**src/rtl/conv_maxpool_2x2.sv**
```systemverilog
// conv_maxpool_2x2
//   Streaming 2x2 / stride-2 max-pool stage that sits behind conv_top.
//   Pixels arrive in raster order, one per valid beat, with no backpressure.
//   A pooled pixel is emitted one cycle after the beat that completes its
//   window (odd row, odd column). One line buffer of IMG_W/2 entries holds
//   the horizontal pair maxima of the even row of each window pair.
//
//   Optional build macro: MAXPOOL_RELU_EN
//     When defined, negative pooled results are clamped to zero before the
//     output register. When undefined, the raw signed maximum is passed on.
//
// Parameters
//   DATA_W : pixel width, signed two's complement
//   IMG_W  : input frame width in pixels (>= 2)
//   IMG_H  : input frame height in pixels (>= 2)
//
// Ports
//   clk          : clock, rising edge
//   rst          : asynchronous reset, active low
//   data_i       : convolution result pixel
//   valid_i      : data_i valid this cycle (gaps allowed)
//   data_o       : pooled pixel, held while valid_o is low
//   valid_o      : one-cycle pulse per pooled pixel
//   frame_done_o : one-cycle pulse marking the end of a pooled frame
module conv_maxpool_2x2 #(
  parameter int DATA_W = 16,
  parameter int IMG_W  = 26,
  parameter int IMG_H  = 26
) (
  input  logic              clk,
  input  logic              rst,
  input  logic [DATA_W-1:0] data_i,
  input  logic              valid_i,
  output logic [DATA_W-1:0] data_o,
  output logic              valid_o,
  output logic              frame_done_o
);

  localparam int COL_W = $clog2(IMG_W);
  localparam int ROW_W = $clog2(IMG_H);
  localparam int LB_D  = IMG_W / 2;
  localparam int LB_AW = (LB_D > 1) ? $clog2(LB_D) : 1;

  localparam logic [COL_W-1:0] COL_LAST     = COL_W'(IMG_W - 1);
  localparam logic [ROW_W-1:0] ROW_LAST     = ROW_W'(IMG_H - 1);
  // Position of the beat that completes the bottom-right pooled window.
  localparam logic [COL_W-1:0] WIN_COL_LAST = COL_W'(2 * (IMG_W / 2) - 1);
  localparam logic [ROW_W-1:0] WIN_ROW_LAST = ROW_W'(2 * (IMG_H / 2) - 1);
  localparam bit               H_ODD        = (IMG_H % 2) != 0;

  logic [COL_W-1:0]         col;
  logic [ROW_W-1:0]         row;
  logic signed [DATA_W-1:0] pair_lat;
  logic signed [DATA_W-1:0] pix;
  logic signed [DATA_W-1:0] pair_max;
  logic signed [DATA_W-1:0] lb_rd;
  logic signed [DATA_W-1:0] win_max;
  logic signed [DATA_W-1:0] result;
  logic signed [DATA_W-1:0] linebuf [LB_D];
  logic [LB_AW-1:0]         lb_idx;
  logic                     lb_wr;
  logic                     win_done;
  logic                     frame_end;

  always_comb begin
    pix      = data_i;
    lb_idx   = LB_AW'(col >> 1);
    lb_rd    = linebuf[lb_idx];
    pair_max = (pix > pair_lat) ? pix : pair_lat;
    win_max  = (lb_rd > pair_max) ? lb_rd : pair_max;
`ifdef MAXPOOL_RELU_EN
    result   = win_max[DATA_W-1] ? '0 : win_max;
`else
    result   = win_max;
`endif
    // An odd trailing column/row is always at an even index, so the odd-bit
    // qualifiers below ignore it without extra logic.
    lb_wr    = valid_i && !row[0] && col[0];
    win_done = valid_i && row[0] && col[0];
    // With odd IMG_H the frame ends on the discarded last row, so the done
    // pulse follows the final input beat instead of the final window.
    if (H_ODD) begin
      frame_end = valid_i && (row == ROW_LAST) && (col == COL_LAST);
    end else begin
      frame_end = win_done && (row == WIN_ROW_LAST) && (col == WIN_COL_LAST);
    end
  end

  always_ff @(posedge clk or negedge rst) begin
    if (!rst) begin
      col          <= '0;
      row          <= '0;
      pair_lat     <= '0;
      data_o       <= '0;
      valid_o      <= 1'b0;
      frame_done_o <= 1'b0;
    end else begin
      valid_o      <= win_done;
      frame_done_o <= frame_end;
      if (win_done) begin
        data_o <= result;
      end
      if (valid_i) begin
        if (!col[0]) begin
          pair_lat <= pix;
        end
        if (col == COL_LAST) begin
          col <= '0;
          row <= (row == ROW_LAST) ? '0 : row + ROW_W'(1);
        end else begin
          col <= col + COL_W'(1);
        end
      end
    end
  end

  // Every entry is rewritten on an even row before the odd row reads it,
  // so the line buffer carries no reset.
  always_ff @(posedge clk) begin
    if (lb_wr) begin
      linebuf[lb_idx] <= pair_max;
    end
  end

endmodule

```
**config.mk**
```make
export PLATFORM = sky130hd
export DESIGN_NAME = conv_maxpool_2x2
export DESIGN_NICKNAME = d
export VERILOG_FILES = /design/src/rtl/conv_maxpool_2x2.sv
export SDC_FILE = /design/constraint.sdc
export NUM_CORES = 1
export LEC_CHECK = 0
export CAP_MARGIN = 20
export CORE_ASPECT_RATIO = 1.1
export CORE_MARGIN = 5
export CORE_UTILIZATION = 57
export CTS_CLUSTER_DIAMETER = 50
export DETAILED_ROUTE_END_ITERATION = 10
export PLACE_DENSITY = 0.86
export SYNTH_ARGS = -nofsm -noshare
export SYNTH_HDL_FRONTEND = slang
export SYNTH_SLANG_ARGS = --single-unit
```
**constraint.sdc**
```tcl
create_clock -name clk -period 5.6 [get_ports clk]
set_input_delay 0.56 -clock clk [delete_from_list [all_inputs] [get_ports clk]]
set_output_delay 0.56 -clock clk [all_outputs]
set_load 0.01 [all_outputs]
```
# Yosys cells after proc, flatten, opt, wreduce, memory -nomap -nowiden
# Memory sizes are Yosys's and may differ from the RTL's.
# Cells that the tools add are included.
# classes
magnitude_cmp	2
addsub	2
eq_ne	2
div_mod_pow	0
n_reduce_logical	9
n_mul	0
n_shift	0
bitwise	1
muxes	6
# ops
operator	n
$gt A16 B16 Y1	2
$mux W16	2
$add A5 B1 Y5 const B	2
$eq A5 B5 Y1 const B	2
$mux W5	2
$logic_and A1 B1 Y1	6
$reduce_and A2 Y1	2
$mux W1	2
$logic_not A1 Y1	1
$not A1 Y1	1
# word_totals
latchBits	0
elab_cells	29
memories	1
in_bits	19
mem_bits_ro	0
out_inout_bits	18
register_bits	44
mem_bits_rw	208
# memory_table
memory	words	word_bits	read_ports	rd_clocked_by_memory_dff	wr	line	text
linebuf	13	16	1	0	1	59	logic signed [DATA_W-1:0] linebuf [LB_D];

# Depth between registers and ports, before layout
# Gate-level depths: netlist of the first run.
# depth
depth_word	5
mapped_depth	18
mapped_depth_nobuf	16

# Worst setup path before layout of the first run
# No wires, ideal clock.
# synth_path
kind	input -> register
start	input port data_i[15]
end	register data_o[10]
setup_ns	0.146
cell_stages	16
path_slack_ns	1.313
arrival_time_ns	4.142
path_cell_list	ha_1 -> nand4_2 -> nor4_2 -> o21ai_1 -> nand3_2 -> mux2i_4 -> buf_12 -> mux2i_2 -> ha_1 -> a21o_1 -> a2111oi_0 -> o21ai_0 -> a211o_1 -> nand3_1 -> clkbuf_1 -> o221ai_1
# synth_via
elab_chain_len	4
# synth_lines
item	line	text
from (decl)	32	input logic [DATA_W-1:0] data_i,
$gt A16 B16 Y1	69	pair_max = (pix > pair_lat) ? pix : pair_lat;
$mux W16 *	69	
$gt A16 B16 Y1	70	win_max = (lb_rd > pair_max) ? lb_rd : pair_max;
$mux W16 *	70	
to (signal assigned)	101	data_o <= result;
to (decl)	34	output logic [DATA_W-1:0] data_o,
# Every way passes the cells marked *; elsewhere a longest branch is shown, timed or not.
# A chain may end at the register's enable or synchronous reset.

# Worst setup path after layout of the first run
# layout_path
start	input port data_i[11]
end	register data_o[7]
# Same word-level chain as after synthesis.

==> impl_metrics.tcl, run 1 <==
set metrics [dict create \
    fin_crit_sh_pct 86.44 \
    cts-root-buf "clkbuf_16" \
    r2r_cells 17 \
    finalHoldViolCount 0 \
    drc 0 \
    slew_violations 0 \
    cpPeakStageDelay_ns 0.48 \
    path_buf_inv 2 \
    min_period_ns 4.841 \
    maxSlewHeadroom_pct 44.36 \
    max_freq_mhz 206.6 \
    r2r_start "pair_lat[14]" \
    start_util_pct 58.26 \
    chipWidth_um 141.0 \
    area_growth_pct 15.81 \
    avgSynthCellArea_um2 17.09 \
    synth-seq-area-share_pct 68.25 \
    vias 6091 \
    max_cap_violations 0 \
    dieArea_um2 21740 \
    path_class "in -> reg" \
    dp_slack_ns 0.4060 \
    hold_buffers 0 \
    yosysWarnings 0 \
    rows 52 \
    grt_max_degree 45 \
    worstSetupStartpointType "primary input" \
    cts_made_buffers 25 \
    crit_slowest_cell "clkdlybuf4s50_1" \
    path_cells "clkdlybuf4s50_1, ha_1, a21oi_1, o21ai_1, a311oi_1, nand3_2, mux2i_4, buf_4, mux2i_2, ha_1, nand4_1, nor4_1, a21boi_0, a211o_1, nand2_1, nand2_1, o221ai_1" \
    setup_ws_ns 0.7594 \
    synthCells 630 \
    postCtsSetupRepairBufs 0 \
    cts_tree "built" \
    routed_wl_um 24260 \
    yosysTopAreaCellShare_pct 58.02 \
    required_ns 5.96 \
    hpwl_um 13930 \
    clk_latency_ns 0.52 \
    async_flop_share_pct 17.46 \
    ios 37 \
    antenna_found_initial 0 \
    crit_path_end_kind "flop" \
    finClkSkew_ns 0.01275 \
    hold_path.class "in -> async" \
    fin_tns_setup_ns 0 \
    ir_worst_vdd_v 0.0002698 \
    synth-edff-count 208 \
    tightest_slew_ns 0.8345 \
    path_max_fanout 15 \
    synthTopCellsByArea "edfxtp_1, mux4_2, dfrtp_1, ha_1, inv_1" \
    wire_per_inst_um 25.51 \
    io_buffers 36 \
    grt_overflow 0 \
    track_usage_pct 22.79 \
    yosysMostFrequentCell "edfxtp_1" \
    ant_nets 0 \
    grt_first_pass_wirelength_um 37490 \
    synth_cell_types 47 \
    grt_pass1_vias 6328 \
    p_per_area_nw_per_um2 535.3 \
    ys_ff_latch 252 \
    fin_nets 744 \
    cts_resized 0 \
    clock-sinks 252 \
    coreArea_um2 18480 \
    chipHeight_um 154.1 \
    r2r_slack_ns 0.90 \
    cp.arrival_ns 5.20 \
    htree_num_levels 1 \
    yosys.area.top_type "edfxtp_1" \
    finalSetupViolCount 0 \
    rsz0062_at_grt "false" \
    syn_area_um2 10770 \
    synthTopCellsByCount "edfxtp_1, mux4_2, inv_1, nand2_1, dfrtp_1" \
    clk_path_buf_depth 3 \
    synth_nets 685 \
    drive_gt1_share_pct 21.47 \
    clk_pin_slew_ns 0.07 \
    routabilityCongestion 0.9019 \
    first_pass_iters 8 \
    status "finished, final reports clean" \
    crit_family "compound AO/OA/AOI/OAI gates" \
    synth_flop_cell "edfxtp_1" \
    p_leak_nw 4.489 \
    reg2reg_to "data_o[7]" \
    diodes 0 \
    drtIter0Drc 586 \
    viasPerCell 6.405 \
]
## stage by stage
step | total power, W | instances | instance area (µm²) | util (%) | hold WS [ns]
after detailed placement | 0.004713 | 902 | 11470 | 62.10 | 0.4835
after CTS | 0.006674 | 948 | 12420 | 67.23 | 0.2184
after global placement | 0.004594 | 902 | 11470 | 62.10 | 0.4908
after global routing | 0.006989 | 951 | 12470 | 67.47 | 0.4594
after floorplan | 0.004072 | 630 | 10770 | - | 0.2644
final | 0.006674 | 951 | 12470 | 67.47 | 0.4504
## state kept, by name, indices dropped and copies added, names as in the netlist
signal	cells
data_o	16
frame_done_o	1
valid_o	1
col	5
pair_lat	16
linebuf	208
row	5
## area by class of cell
| cell class | instances | area, µm² |
|---|---|---|
| Clock buffer | 27 | 633.1 |
| Clock inverter | 19 | 314.1 |
| Fill cell | 1130 | 6011 |
| Inverter | 55 | 206.4 |
| Multi-Input combinational cell | 299 | 3119 |
| Sequential cell | 252 | 7350 |
| Tap cell | 243 | 304.0 |
| Timing Repair Buffer | 56 | 540.5 |
## worst max path at each step
stage | cells past startpoint | slack, ns | endpoint | startpoint
floorplan | 16 | 1.31 | data_o[10] | data_i[15]
global placement | 16 | 0.62 | data_o[5] | data_i[11]
detailed placement | 16 | 0.41 | data_o[12] | data_i[11]
CTS | 16 | 0.83 | data_o[7] | data_i[11]
global route | 17 | 0.43 | data_o[6] | data_i[15]
finish | 17 | 0.76 | data_o[7] | data_i[11]
## where the power goes
part / internal (W) / total [W] / switching (W) / leakage [nW]
clock network: 0.00119 / 0.00190 / 0.000705 / 0.443
logic: 0.000940 / 0.00215 / 0.00121 / 1.62
registers: 0.00242 / 0.00262 / 0.000205 / 2.43
total: 0.00455 / 0.00667 / 0.00212 / 4.49
## cells in the final DEF, fill, tap and decap left out, types with 12 or more instances in the layout
cell	synthesis	layout
o21ai_0	25	25
clkbuf_16	0	25
inv_1	53	53
nand2_1	53	53
ha_1	36	36
nor2_1	13	13
a21oi_1	12	12
buf_4	0	16
o221ai_1	14	14
clkdlybuf4s50_1	0	35
edfxtp_1	208	208
mux4_2	63	63
dfrtp_1	44	42
## worst reg2reg max path: stages (launching register included)
cell      delay (ns)
dfrtp_1         0.37
inv_1           0.07
ha_1            0.33
nand4_2         0.15
nor4_2          0.35
o21ai_1         0.13
nand3_2         0.12
mux2i_4         0.40
buf_4           0.33
mux2i_2         0.41
ha_1            0.24
nand4_1         0.13
nor4_1          0.39
a21boi_0        0.24
a211o_1         0.15
nand2_1         0.07
nand2_1         0.44
o221ai_1        0.24
## cells by family (layout without fill, tap and decap cells)
kind of cell / count (synthesis) / count (layout) / share of synthesized area (%)
DFF: 252 / 252 / 68.25
and+or+nand+nor: 108 / 108 / 4.765
muxes: 81 / 81 / 15.31
buffers and inverters: 79 / 157 / 2.987
AOI/OAI and AO/OA: 74 / 74 / 4.510
adders and majority gates: 36 / 36 / 4.184
## per-layer routing
layer  vias to the layer above  wire length [µm]  global-route usage, %
met5                         -                 0                      0
met1                      3120              8804                  29.39
li1                       2580                 -                      -
met3                        62              2146                  4.567
met2                       329             12430                  38.57
met4                         0               884                  8.583
Note: power is estimated with default switching activity, not from simulation.
==> run 2: changes to the inputs <==
--- a/config.mk
+++ b/config.mk
@@ -8,10 +8,11 @@
 export CAP_MARGIN = 20
 export CORE_ASPECT_RATIO = 1.1
 export CORE_MARGIN = 5
-export CORE_UTILIZATION = 57
+export CORE_UTILIZATION = 60
 export CTS_CLUSTER_DIAMETER = 50
 export DETAILED_ROUTE_END_ITERATION = 10
-export PLACE_DENSITY = 0.86
+export PLACE_DENSITY = 0.89
+export SLEW_MARGIN = 20
 export SYNTH_ARGS = -nofsm -noshare
 export SYNTH_HDL_FRONTEND = slang
 export SYNTH_SLANG_ARGS = --single-unit
==> run 2 against run 1 <==
  * Clock skew about the same
  * Maximum frequency down 0.66%
  * First-iteration DRC count up 4.8%
  * Critical path depth down 1
  * Register-to-register slack worse by 0.07 ns
==> impl_metrics.tcl, run 2 (same netlist as run 1, synthesis figures left out) <==
set metrics [dict create \
    layout_common_cells "edfxtp_1, mux4_2, inv_1, nand2_1, dfrtp_1" \
    crit_family "compound AO/OA/AOI/OAI gates" \
    routabilityCongestion 0.8867 \
    chipHeight_um 150.5 \
    finalHoldViolCount 0 \
    htree_num_levels 1 \
    clock-sinks 252 \
    required_ns 6.03 \
    finClkSkew_ns 0.01308 \
    start_util_pct 60.90 \
    clk_path_buf_depth 3 \
    hpwl_um 14530 \
    fin_crit_sh_pct 87.01 \
    fin_nets 741 \
    postCtsSetupRepairBufs 0 \
    rsz0062_at_grt "false" \
    max_cap_violations 0 \
    ant_nets 0 \
    worstSetupStartpointType "primary input" \
    layout_commonest_cell "edfxtp_1" \
    crit_slowest_cell "a2111oi_0" \
    ios 37 \
    cts_resized 0 \
    chipWidth_um 137.7 \
    hold_buffers 0 \
    clk_latency_ns 0.53 \
    area_growth_pct 13.90 \
    maxSlewHeadroom_pct 35.94 \
    setup_ws_ns 0.7274 \
    p_per_area_nw_per_um2 522.3 \
    p_leak_nw 4.411 \
    ir_worst_vdd_v 0.0002598 \
    cpPeakStageDelay_ns 0.59 \
    diodes 0 \
    crit_path_end_kind "flop" \
    slew_violations 0 \
    rows 51 \
    largest_reg_flops 208 \
    finalSetupViolCount 0 \
    wire_per_inst_um 26.22 \
    viasPerCell 6.485 \
    antenna_found_initial 0 \
    grt_pass1_vias 6334 \
    cp.arrival_ns 5.30 \
    grt_overflow 0 \
    top_register "linebuf" \
    fin_total_pwr_w 0.006404 \
    grt_max_degree 54 \
    cts-root-buf "clkbuf_16" \
    drive_gt1_share_pct 20.11 \
    grt_first_pass_wirelength_um 37180 \
    routed_wl_um 24620 \
    max_freq_mhz 205.2 \
    drc 0 \
    drtIter0Drc 614 \
    coreArea_um2 17680 \
    status "finished, final reports clean" \
    track_usage_pct 24.43 \
    path_cells "clkdlybuf4s50_1, ha_1, a21oi_1, nor3_1, a311oi_1, nand3_2, mux2i_4, mux2i_2, ha_1, a21o_1, a2111oi_0, o21ai_0, a211o_1, nand2_1, nand2_1, o221ai_1" \
    clk_pin_slew_ns 0.06 \
    cts_tree "built" \
    tightest_slew_ns 0.9610 \
    dieArea_um2 20720 \
    min_period_ns 4.873 \
    cts_made_buffers 25 \
    path_max_fanout 15 \
    path_buf_inv 1 \
    vias 6089 \
    path_class "in -> reg" \
    reg_top3 "linebuf x208, data_o x16, pair_lat x16" \
    fin_tns_setup_ns 0 \
    hold_path.class "in -> async" \
    first_pass_iters 5 \
    io_buffers 36 \
    dp_slack_ns 0.2342 \
]
-- run 2: changes by cell type in the layout (fill, tap and decap cells not counted), sizes merged --
cell         change
bufinv           -6
clkinvlp         -5
clkbuf           +3
clkinv           +3
buf              -2
dlygate4sd3      -1
inv              +1
-- run 2: metal layers --
| metal | share of wire, % | GRT usage [%] | up-vias |
|---|---|---|---|
| met4 | 3.4 | 8.251 | 0 |
| met5 | 0 | 0 | - |
| met2 | 51 | 41.33 | 369 |
| met3 | 9.6 | 3.944 | 78 |
| li1 | - | - | 2570 |
| met1 | 36 | 32.69 | 3072 |
-- run 2: final cells by class --
| cell class | instances | area [µm²] |
|---|---|---|
| timing repair buffer | 53 | 505.5 |
| fill | 1056 | 5414 |
| clock inverter | 12 | 131.4 |
| inverter | 55 | 206.4 |
| multi-input combinational | 299 | 3124 |
| tap | 238 | 297.8 |
| sequential | 252 | 7352 |
| clock buffer | 30 | 644.4 |
-- run 2: metrics by stage --
stage                     util, %  hold slack, ns  cell area (µm²)  cells
after floorplan                 -          0.2644            10770    630
after global placement      64.78          0.4980            11450    896
after detailed placement    64.78          0.4969            11450    896
after CTS                   69.17          0.2170            12230    938
after global routing        69.37         0.06454            12260    939
final                       69.37         0.02437            12260    939
-- run 2: report_power, final --
| group | total (W) | switching (W) | internal [W] | leakage [nW] |
|---|---|---|---|---|
| Combinational | 0.00214 | 0.00119 | 0.000947 | 1.61 |
| Clock | 0.00161 | 0.000692 | 0.000917 | 0.378 |
| Sequential | 0.00265 | 0.000232 | 0.00242 | 2.43 |
| Total | 0.00640 | 0.00212 | 0.00429 | 4.41 |
-- run 2: worst paths after layout --
kind / start / to / slack, ns / cells past startpoint
worst max register to register: pair_lat[15] / data_o[10] / 0.83 / 16
worst max-delay path: data_i[9] / data_o[10] / 0.73 / 16
worst min register to register: data_o[3] / data_o[3] / 0.52 / 2
max in group asynchronous: rst / col[1] / 5.15 / 1
worst min-delay path: rst / pair_lat[12] / 0.02 / 1
min in group clk: data_o[3] / data_o[3] / 0.52 / 2
